$ cat src/rtl/shreg8_sequencer.sv
// Command sequencer driving an 8-bit universal shift register (load/rotate/fill).
// Define SHSEQ_CAPTURE_EN to add cap_out, which collects every bit shifted out of Q.
module shreg8_sequencer #(
    parameter int W     = 8,
    parameter int CNT_W = 4
) (
    input  logic             clc,
    input  logic             R,
    input  logic             start,
    input  logic [1:0]       op,
    input  logic [CNT_W-1:0] cnt_in,
    input  logic [W-1:0]     din,
    input  logic             fill_bit,
    input  logic [W-1:0]     Q,
    output logic [1:0]       mode,
    output logic             sIn,
    output logic             busy,
    output logic             done
`ifdef SHSEQ_CAPTURE_EN
    ,
    output logic [W-1:0]     cap_out
`endif
);

    localparam logic [1:0] OP_LOAD = 2'b00;
    localparam logic [1:0] OP_ROTR = 2'b01;
    localparam logic [1:0] OP_ROTL = 2'b10;
    localparam logic [1:0] OP_FILL = 2'b11;

    localparam logic [1:0] M_HOLD  = 2'b00;
    localparam logic [1:0] M_RIGHT = 2'b01;
    localparam logic [1:0] M_LEFT  = 2'b10;

    typedef enum logic [1:0] {
        IDLE = 2'b00,
        RUN  = 2'b01,
        DONE = 2'b10
    } state_t;

    state_t           state;
    state_t           state_nx;
    logic [1:0]       op_r;
    logic [CNT_W-1:0] cnt_r;
    logic [W-1:0]     ldata_r;
    logic             fill_r;
    logic [CNT_W-1:0] cnt_ld;
    logic             accept;

    // LOAD always shifts a full register width regardless of cnt_in
    assign cnt_ld = (op == OP_LOAD) ? CNT_W'(W) : cnt_in;
    assign accept = (state == IDLE) && start;

    always_ff @(posedge clc or negedge R) begin
        if (!R) begin
            state   <= IDLE;
            op_r    <= '0;
            cnt_r   <= '0;
            ldata_r <= '0;
            fill_r  <= 1'b0;
        end else begin
            state <= state_nx;
            if (accept) begin
                op_r    <= op;
                cnt_r   <= cnt_ld;
                ldata_r <= din;
                fill_r  <= fill_bit;
            end else if (state == RUN) begin
                cnt_r <= cnt_r - CNT_W'(1);
                if (op_r == OP_LOAD) begin
                    ldata_r <= {ldata_r[W-2:0], 1'b0};
                end
            end
        end
    end

    always_comb begin
        state_nx = state;
        mode     = M_HOLD;
        sIn      = 1'b0;
        busy     = 1'b0;
        done     = 1'b0;
        unique case (state)
            IDLE: begin
                if (start) begin
                    state_nx = (cnt_ld == '0) ? DONE : RUN;
                end
            end
            RUN: begin
                busy = 1'b1;
                unique case (op_r)
                    OP_LOAD: begin
                        mode = M_LEFT;
                        sIn  = ldata_r[W-1];
                    end
                    OP_ROTR: begin
                        mode = M_RIGHT;
                        sIn  = Q[0];
                    end
                    OP_ROTL: begin
                        mode = M_LEFT;
                        sIn  = Q[W-1];
                    end
                    OP_FILL: begin
                        mode = M_RIGHT;
                        sIn  = fill_r;
                    end
                    default: ;
                endcase
                if (cnt_r == CNT_W'(1)) begin
                    state_nx = DONE;
                end
            end
            DONE: begin
                busy     = 1'b1;
                done     = 1'b1;
                state_nx = IDLE;
            end
            default: state_nx = IDLE;
        endcase
    end

`ifdef SHSEQ_CAPTURE_EN
    always_ff @(posedge clc or negedge R) begin
        if (!R) begin
            cap_out <= '0;
        end else if (accept) begin
            cap_out <= '0;
        end else if (state == RUN) begin
            if (mode == M_RIGHT) begin
                cap_out <= {Q[0], cap_out[W-1:1]};
            end else if (mode == M_LEFT) begin
                cap_out <= {cap_out[W-2:0], Q[W-1]};
            end
        end
    end
`endif

endmodule

$ cat config.mk
export PLATFORM = sky130hd
export DESIGN_NAME = shreg8_sequencer
export DESIGN_NICKNAME = d
export VERILOG_FILES = /design/src/rtl/shreg8_sequencer.sv
export SDC_FILE = /design/constraint.sdc
export NUM_CORES = 1
export LEC_CHECK = 0
export CORE_MARGIN = 1.5
export CORE_UTILIZATION = 45
export DETAILED_ROUTE_END_ITERATION = 6
export PLACE_DENSITY_LB_ADDON = 0.3
export SLEW_MARGIN = 10
export SYNTH_ARGS = -nofsm -noshare
export SYNTH_HDL_FRONTEND = slang
export SYNTH_SLANG_ARGS = --single-unit
$ cat constraint.sdc
create_clock -name clc -period 1.8 [get_ports clc]
set_clock_uncertainty 0.05 [all_clocks]
set_input_delay 0.36 -clock clc [delete_from_list [all_inputs] [get_ports clc]]
set_output_delay 0.36 -clock clc [all_outputs]
set_load 0.03 [all_outputs]
==> results of run 1 <==
-- timing repair --
action                                  in CTS  in global routing
hold endpoints to repair                     0                  0
gates cloned                                 0                  1
hold buffers                                 0                  0
endpoints found under the setup margin       4                 11
pin swaps                                    1                  2
setup buffers                                2                  3
resized for setup                           20                  3
-- per-stage QoR --
step / cells / TNS [ns] / util [%]
3_3_place_gp: 135 / -0.849 / 65.4
4_1_cts: 141 / -0.0789 / 69.2
2_1_floorplan: 77 / 0 / -
3_5_place_dp: 135 / -0.942 / 65.4
5_1_grt: 144 / -0.137 / 70.2
6_report: 144 / -0.0626 / 70.2
-- per-layer routing --
metal	up-vias	GRT usage [%]	routed length (um)
met2	22	28.0	889
li1	360	-	-
met3	2	3.03	80
met1	362	23.5	940
met4	0	6.94	14
met5	-	0	0
-- layout make-up --
class / count / area share (%)
clock buffers: 3 / 1.60
clock inverters: 1 / 0.356
inverters: 6 / 1.60
multi-input cells: 53 / 39.3
flip-flops and latches: 17 / 30.3
well taps: 27 / 2.40
repair buffers: 37 / 24.5
-- worst paths after layout --
kind / startpoint / endpoint / slack (ns) / depth (start not counted)
hold / removal: R / cnt_r[3] / 0.34 / 2
max in group asynchronous: R / op_r[1] / 1.17 / 2
setup reg to reg: state[0] / ldata_r[5] / 0.11 / 6
min in group clc: ldata_r[0] / ldata_r[0] / 0.46 / 1
setup / recovery: op_r[0] / sIn / -0.06 / 3
hold reg to reg: ldata_r[0] / ldata_r[0] / 0.46 / 1
-- cell families after synthesis --
group / synth area share (%)
adder cells (fa/ha/maj): 6.39
flip-flops: 43.4
AO/OA/AOI/OAI: 10.7
multiplexers: 25.5
XOR/XNOR: 2.68
AND/OR/NAND/NOR: 7.28
buffers and inverters: 3.96
-- power by group --
part           total, mW  switching (mW)  internal [mW]
clock              0.201           0.119         0.0824
sequential         0.703           0.130          0.573
combinational       1.39           0.568          0.818
-- cells in the mapped netlist (2+ instances only) --
cell type   n  area, sq um
a22o_1      3         26.3
dfrtp_1    17          425
ha_1        5         62.6
inv_1       5         18.8
mux2_2     10          113
mux2_4      7          105
nand2_1     2         7.51
nor2_1      4         15.0
o22ai_1     2         12.5
xnor2_1     2         17.5
-- flip-flops by register name (all words and copies together) (netlist names) --
signal and flops:
cnt_r 4, ldata_r 8, fill_r 1, op_r 2
state 2
==> impl_metrics.csv, run 1 <==
group,metric,value,unit
outcome,outcome,"finished with violations",
outcome,violated_checks,"setup timing",
final_layout,fillerInstances,151,
logic_synthesis,yosysWarnings,0,
logic_synthesis,postSynthNetCount,108,
route,route.final.wire_length,1930,um
logic_synthesis,ys.flop_type,"dfrtp_1",
timing,timing_max_transition_violations_final,0,
job,number_of_violations_of_the_max_capacitance_limit,0,
clock_network,clockRootBuffer,"clkbuf_4",
timing,maxSlewHeadroom,73.7,%
timing,rsz0062_at_grt,"yes",
place,place_congestion,0.756,
floorplan,die_area,0.00247,sq mm
timing,period_share,103,%
clock_network,total_clock_buffers_created_by_cts,3,
power_and_ir_drop,post-layout-total-power,2.29,mW
worst_setup_path,cp-start-kind,"flop",
worst_setup_path,worst-endpoint-required,1.39,ns
clock_network,clkLatencyLatePin,0.28,ns
place,dpl_cell_area,0.00131,sq mm
worst_setup_path,worstSetupPathType,"reg -> out",
clock_network,cts_tree,"built",
clock_network,htreeDepth,1,
timing,holdWs,0.344,ns
worst_setup_path,cp-end-kind,"output port",
floorplan,dieWidth,49.7,um
route,final_antenna_net_count,0,
global_routing,grt_max_degree,18,
worst_setup_path,worstPathCellList,"mux4_2 > and2_4 > buf_6",
worst_setup_path,worst-endpoint-arrival,1.45,ns
route,wl_per_cell,13.4,um
final_layout,nNetsFinal,149,
logic_synthesis,seq_area_frac_synth,43.4,%
timing,tightestPinTransition,0.394,ns
worst_setup_path,worstPathMaxFanout,2,
logic_synthesis,async_reset_ff_share,100,%
place,dpl.hpwl,1350,um
timing,setup_violations,1,
place,port_buffers,24,
final_layout,layout.cells.most_common_list,"dfrtp_1 (17), clkdlybuf4s50_1 (17), buf_4 (13)",
logic_synthesis,post_synth_instance_area,980,sq um
timing,layout_setup_ws,-0.0626,ns
power_and_ir_drop,cellPowerDensity,1630,mW/mm^2
timing,achievable-frequency,0.537,GHz
floorplan,io_pins,31,
floorplan,start_util,48.9,%
clock_network,cts.path.max_buffers,2,
global_routing,globalRouteOverflowTotal,0,
min_path,worst_hold_path_type,"in -> async",
final_layout,count_of_antenna_diodes_in_the_layout,0,
floorplan,design.core.area,0.00200,sq mm
timing,finalCriticalPeriod,1.86,ns
logic_synthesis,post_synth.cell_area_avg,12.7,sq um
route,initialDrtViolationCount,6,
logic_synthesis,number_of_enable_flip_flop_cells_after_synthesis,0,
logic_synthesis,postSynthRegisterBits,17,
floorplan,die-height,49.7,um
worst_setup_path,path_delay_family,"multiplexers",
final_layout,design_area,0.00141,sq mm
final_layout,drive_above_1_share,43.6,%
clock_network,tritoncts_num_sinks,17,
logic_synthesis,netlist_instances,77,
global_routing,first_global_vias,718,
final_layout,multi_input_area,552,sq um
global_routing,grt_pass1_wl,3230,um
power_and_ir_drop,leakagePower,0.655,nW
global_routing,grt_util_all_layers,17.5,%
power_and_ir_drop,vdd.ir_drop.worst,1.05,mV
route,routed_via_density,5.18,
worst_setup_path,cp.buffers_inverters,1,
final_layout,seqCellArea,425,sq um
floorplan,placementRows,16,
worst_setup_path,critical-path-slowest-cell,"mux4_2",
place,detailedPlace.worstSlack,-0.564,ns
timing,report.final.hold_viol_count,0,
logic_synthesis,netlist-cell-type-count,30,
final_layout,areaGrowthSynthToFinish,43.4,%
route,firstDrtPassIters,4,
worst_setup_path,critical_path.max_stage_delay,0.50,ns
route,via_count,746,
route,drc,0,
clock_network,clkTransAtPathRegs,0.10,ns
global_routing,antenna_found_initial,0,
(Power assumes the default switching activity.)
==> inputs of run 2 (changes only) <==
- ABC_CLOCK_PERIOD_IN_PS: unset -> 1610
- CORE_UTILIZATION: 45 -> 41
- clock period: 1.8 -> 1.61 ns (I/O delays scaled with it)
==> run 2 against run 1 <==
The run still ends with setup timing left. Register-to-register slack lost 0.16 ns. Global-route usage grew 1.9 points. Die area grew 9.1%. Critical path depth grew 1. Flip-flop and latch count is the same. Clock power grew 14%. Core utilization shrank 0.27 points. Final cell count grew 6.9%. Sequential share of layout area shrank 3.0 points. Final area grew 11%. Critical path type is now in -> out. Largest cell class unchanged.
==> impl_metrics.csv, run 2 (synthesis gave the netlist of run 1 again) <==
group,metric,value,unit
timing,rsz0062_at_grt,"yes",
route,via_count,770,
final_layout,largest_reg_flops,8,
place,dpl.hpwl,1460,um
timing,timing_max_transition_violations_final,0,
global_routing,grt_max_degree,18,
power_and_ir_drop,vdd.ir_drop.worst,1.28,mV
place,place_congestion,0.716,
floorplan,placementRows,17,
route,initialDrtViolationCount,13,
worst_setup_path,r2r.worst_path.cells,7,
clock_network,cts_tree,"built",
timing,setup_violations,12,
final_layout,post_layout_nonfiller_instances,154,
floorplan,design.core.area,0.00223,sq mm
outcome,outcome,"finished with violations",
min_path,worst_hold_path_type,"in -> async",
clock_network,htreeDepth,1,
route,routed_via_density,5.00,
global_routing,first_global_vias,816,
floorplan,die_area,0.00269,sq mm
timing,setup_tns,-0.763,ns
route,final_antenna_net_count,0,
place,port_buffers,24,
worst_setup_path,setup.reg_to_reg.worst_slack,-0.05,ns
worst_setup_path,critical_path.max_stage_delay,0.45,ns
place,total_instance_count_after_detailed_placement,141,
route,firstDrtPassIters,4,
final_layout,largest_reg_by_ff_count,"ldata_r",
worst_setup_path,worstPathMaxFanout,1,
worst_setup_path,reg2reg_from,"state[0]",
floorplan,io_pins,31,
worst_setup_path,cp-end-kind,"output port",
floorplan,die-height,51.9,um
final_layout,biggest_registers_after_layout,"ldata_r (8), cnt_r (4)",
clock_network,tritoncts_num_sinks,17,
final_layout,nNetsFinal,158,
route,wl_per_cell,14.6,um
job,number_of_violations_of_the_max_capacitance_limit,0,
place,detailedPlace.worstSlack,-0.701,ns
global_routing,globalRouteOverflowTotal,0,
worst_setup_path,worst-path-stages,4,
worst_setup_path,cp.buffers_inverters,2,
final_layout,count_of_antenna_diodes_in_the_layout,0,
clock_network,cts.path.max_buffers,2,
timing,finalCriticalPeriod,1.82,ns
final_layout,fillerInstances,169,
global_routing,grt_util_all_layers,19.4,%
global_routing,grt_pass1_wl,3750,um
worst_setup_path,worst-endpoint-required,1.24,ns
route,route.final.wire_length,2250,um
floorplan,start_util,43.9,%
global_routing,antenna_found_initial,0,
final_layout,seqCellArea,427,sq um
power_and_ir_drop,cellPowerDensity,1850,mW/mm^2
timing,period_share,113,%
timing,layout_setup_ws,-0.212,ns
timing,report.final.hold_viol_count,0,
timing,achievable-frequency,0.549,GHz
worst_setup_path,worst-endpoint-arrival,1.45,ns
worst_setup_path,path_delay_family,"buffers and inverters",
final_layout,layout.cells.most_common_list,"clkdlybuf4s50_1 (18), dfrtp_1 (16), buf_4 (14)",
timing,tightestPinTransition,0.276,ns
clock_network,holdBufCountCts,0,
worst_setup_path,worstSetupPathType,"in -> out",
clock_network,clkTransAtPathRegs,0.10,ns
worst_setup_path,critical-path-slowest-cell,"mux4_2",
final_layout,drive_above_1_share,54.0,%
clock_network,clockRootBuffer,"clkbuf_4",
final_layout,areaGrowthSynthToFinish,59.4,%
timing,maxSlewHeadroom,81.6,%
clock_network,total_clock_buffers_created_by_cts,3,
floorplan,dieWidth,51.9,um
route,drc,0,
power_and_ir_drop,leakagePower,0.714,nW
clock_network,clkLatencyLatePin,0.29,ns
worst_setup_path,r2r-end,"ldata_r[7]",
worst_setup_path,cp-start-kind,"primary input",
outcome,violated_checks,"setup timing",
final_layout,most_common_cell_after_layout_fill_and_taps_aside,"clkdlybuf4s50_1",
worst_setup_path,worstPathCellList,"clkdlybuf4s50_1 > mux4_2 > and2_4 > buf_6",
final_layout,multi_input_area,604,sq um
## run 2: report_power, final
part / internal (mW) / switching (mW) / total [mW]
Clock: 0.0922 / 0.137 / 0.229
Combinational: 1.11 / 0.742 / 1.86
Sequential: 0.642 / 0.167 / 0.810
Total: 1.85 / 1.05 / 2.89
## run 2: worst max-delay path by stage
stage             start          to
2_1_floorplan  state[1]  ldata_r[1]
3_3_place_gp       Q[7]         sIn
3_5_place_dp       Q[0]         sIn
4_1_cts         op_r[0]         sIn
5_1_grt         op_r[0]         sIn
6_report           Q[7]         sIn
## run 2: timing repair
| action | CTS | global route |
|---|---|---|
| endpoints found under the setup margin | 17 | 19 |
| gates cloned | 1 | 0 |
| resized for setup | 26 | 17 |
| pin swaps | 5 | 7 |
| setup buffers | 5 | 6 |
## run 2: cell type report
class / count / area share (%)
Clock buffer: 3 / 1.44
Clock inverter: 1 / 0.321
Inverter: 6 / 1.76
Multi-Input combinational cell: 53 / 38.7
Sequential cell: 17 / 27.3
Tap cell: 28 / 2.24
Timing Repair Buffer: 46 / 28.2
## run 2: stage by stage
step           total power, mW  utilization, %  hold WS, ns  cell area [sq um]
4_1_cts                   2.70            66.1        0.312               1480
3_3_place_gp              2.16            59.8        0.434               1340
5_1_grt                   3.09            69.9        0.306               1560
6_report                  2.89            69.9        0.298               1560
2_1_floorplan             1.77               -      -0.0236                982
3_5_place_dp              2.19            59.8        0.436               1340
## run 2: layer usage
layer / vias to the layer above / track usage, % / share of wire (%)
met5: - / 0 / 0
met4: 0 / 7.89 / 0.71
met3: 2 / 3.74 / 3.0
met2: 16 / 33.1 / 51
met1: 373 / 23.8 / 46
li1: 379 / - / -
## run 2: worst reg2reg max path, cell delays in order (launching register included)
cell and delay, ns:
dfrtp_2 0.43, buf_6 0.12, inv_4 0.03, ha_4 0.17, nand2_4 0.11, o31a_1 0.21
buf_6 0.14, mux2_4 0.29
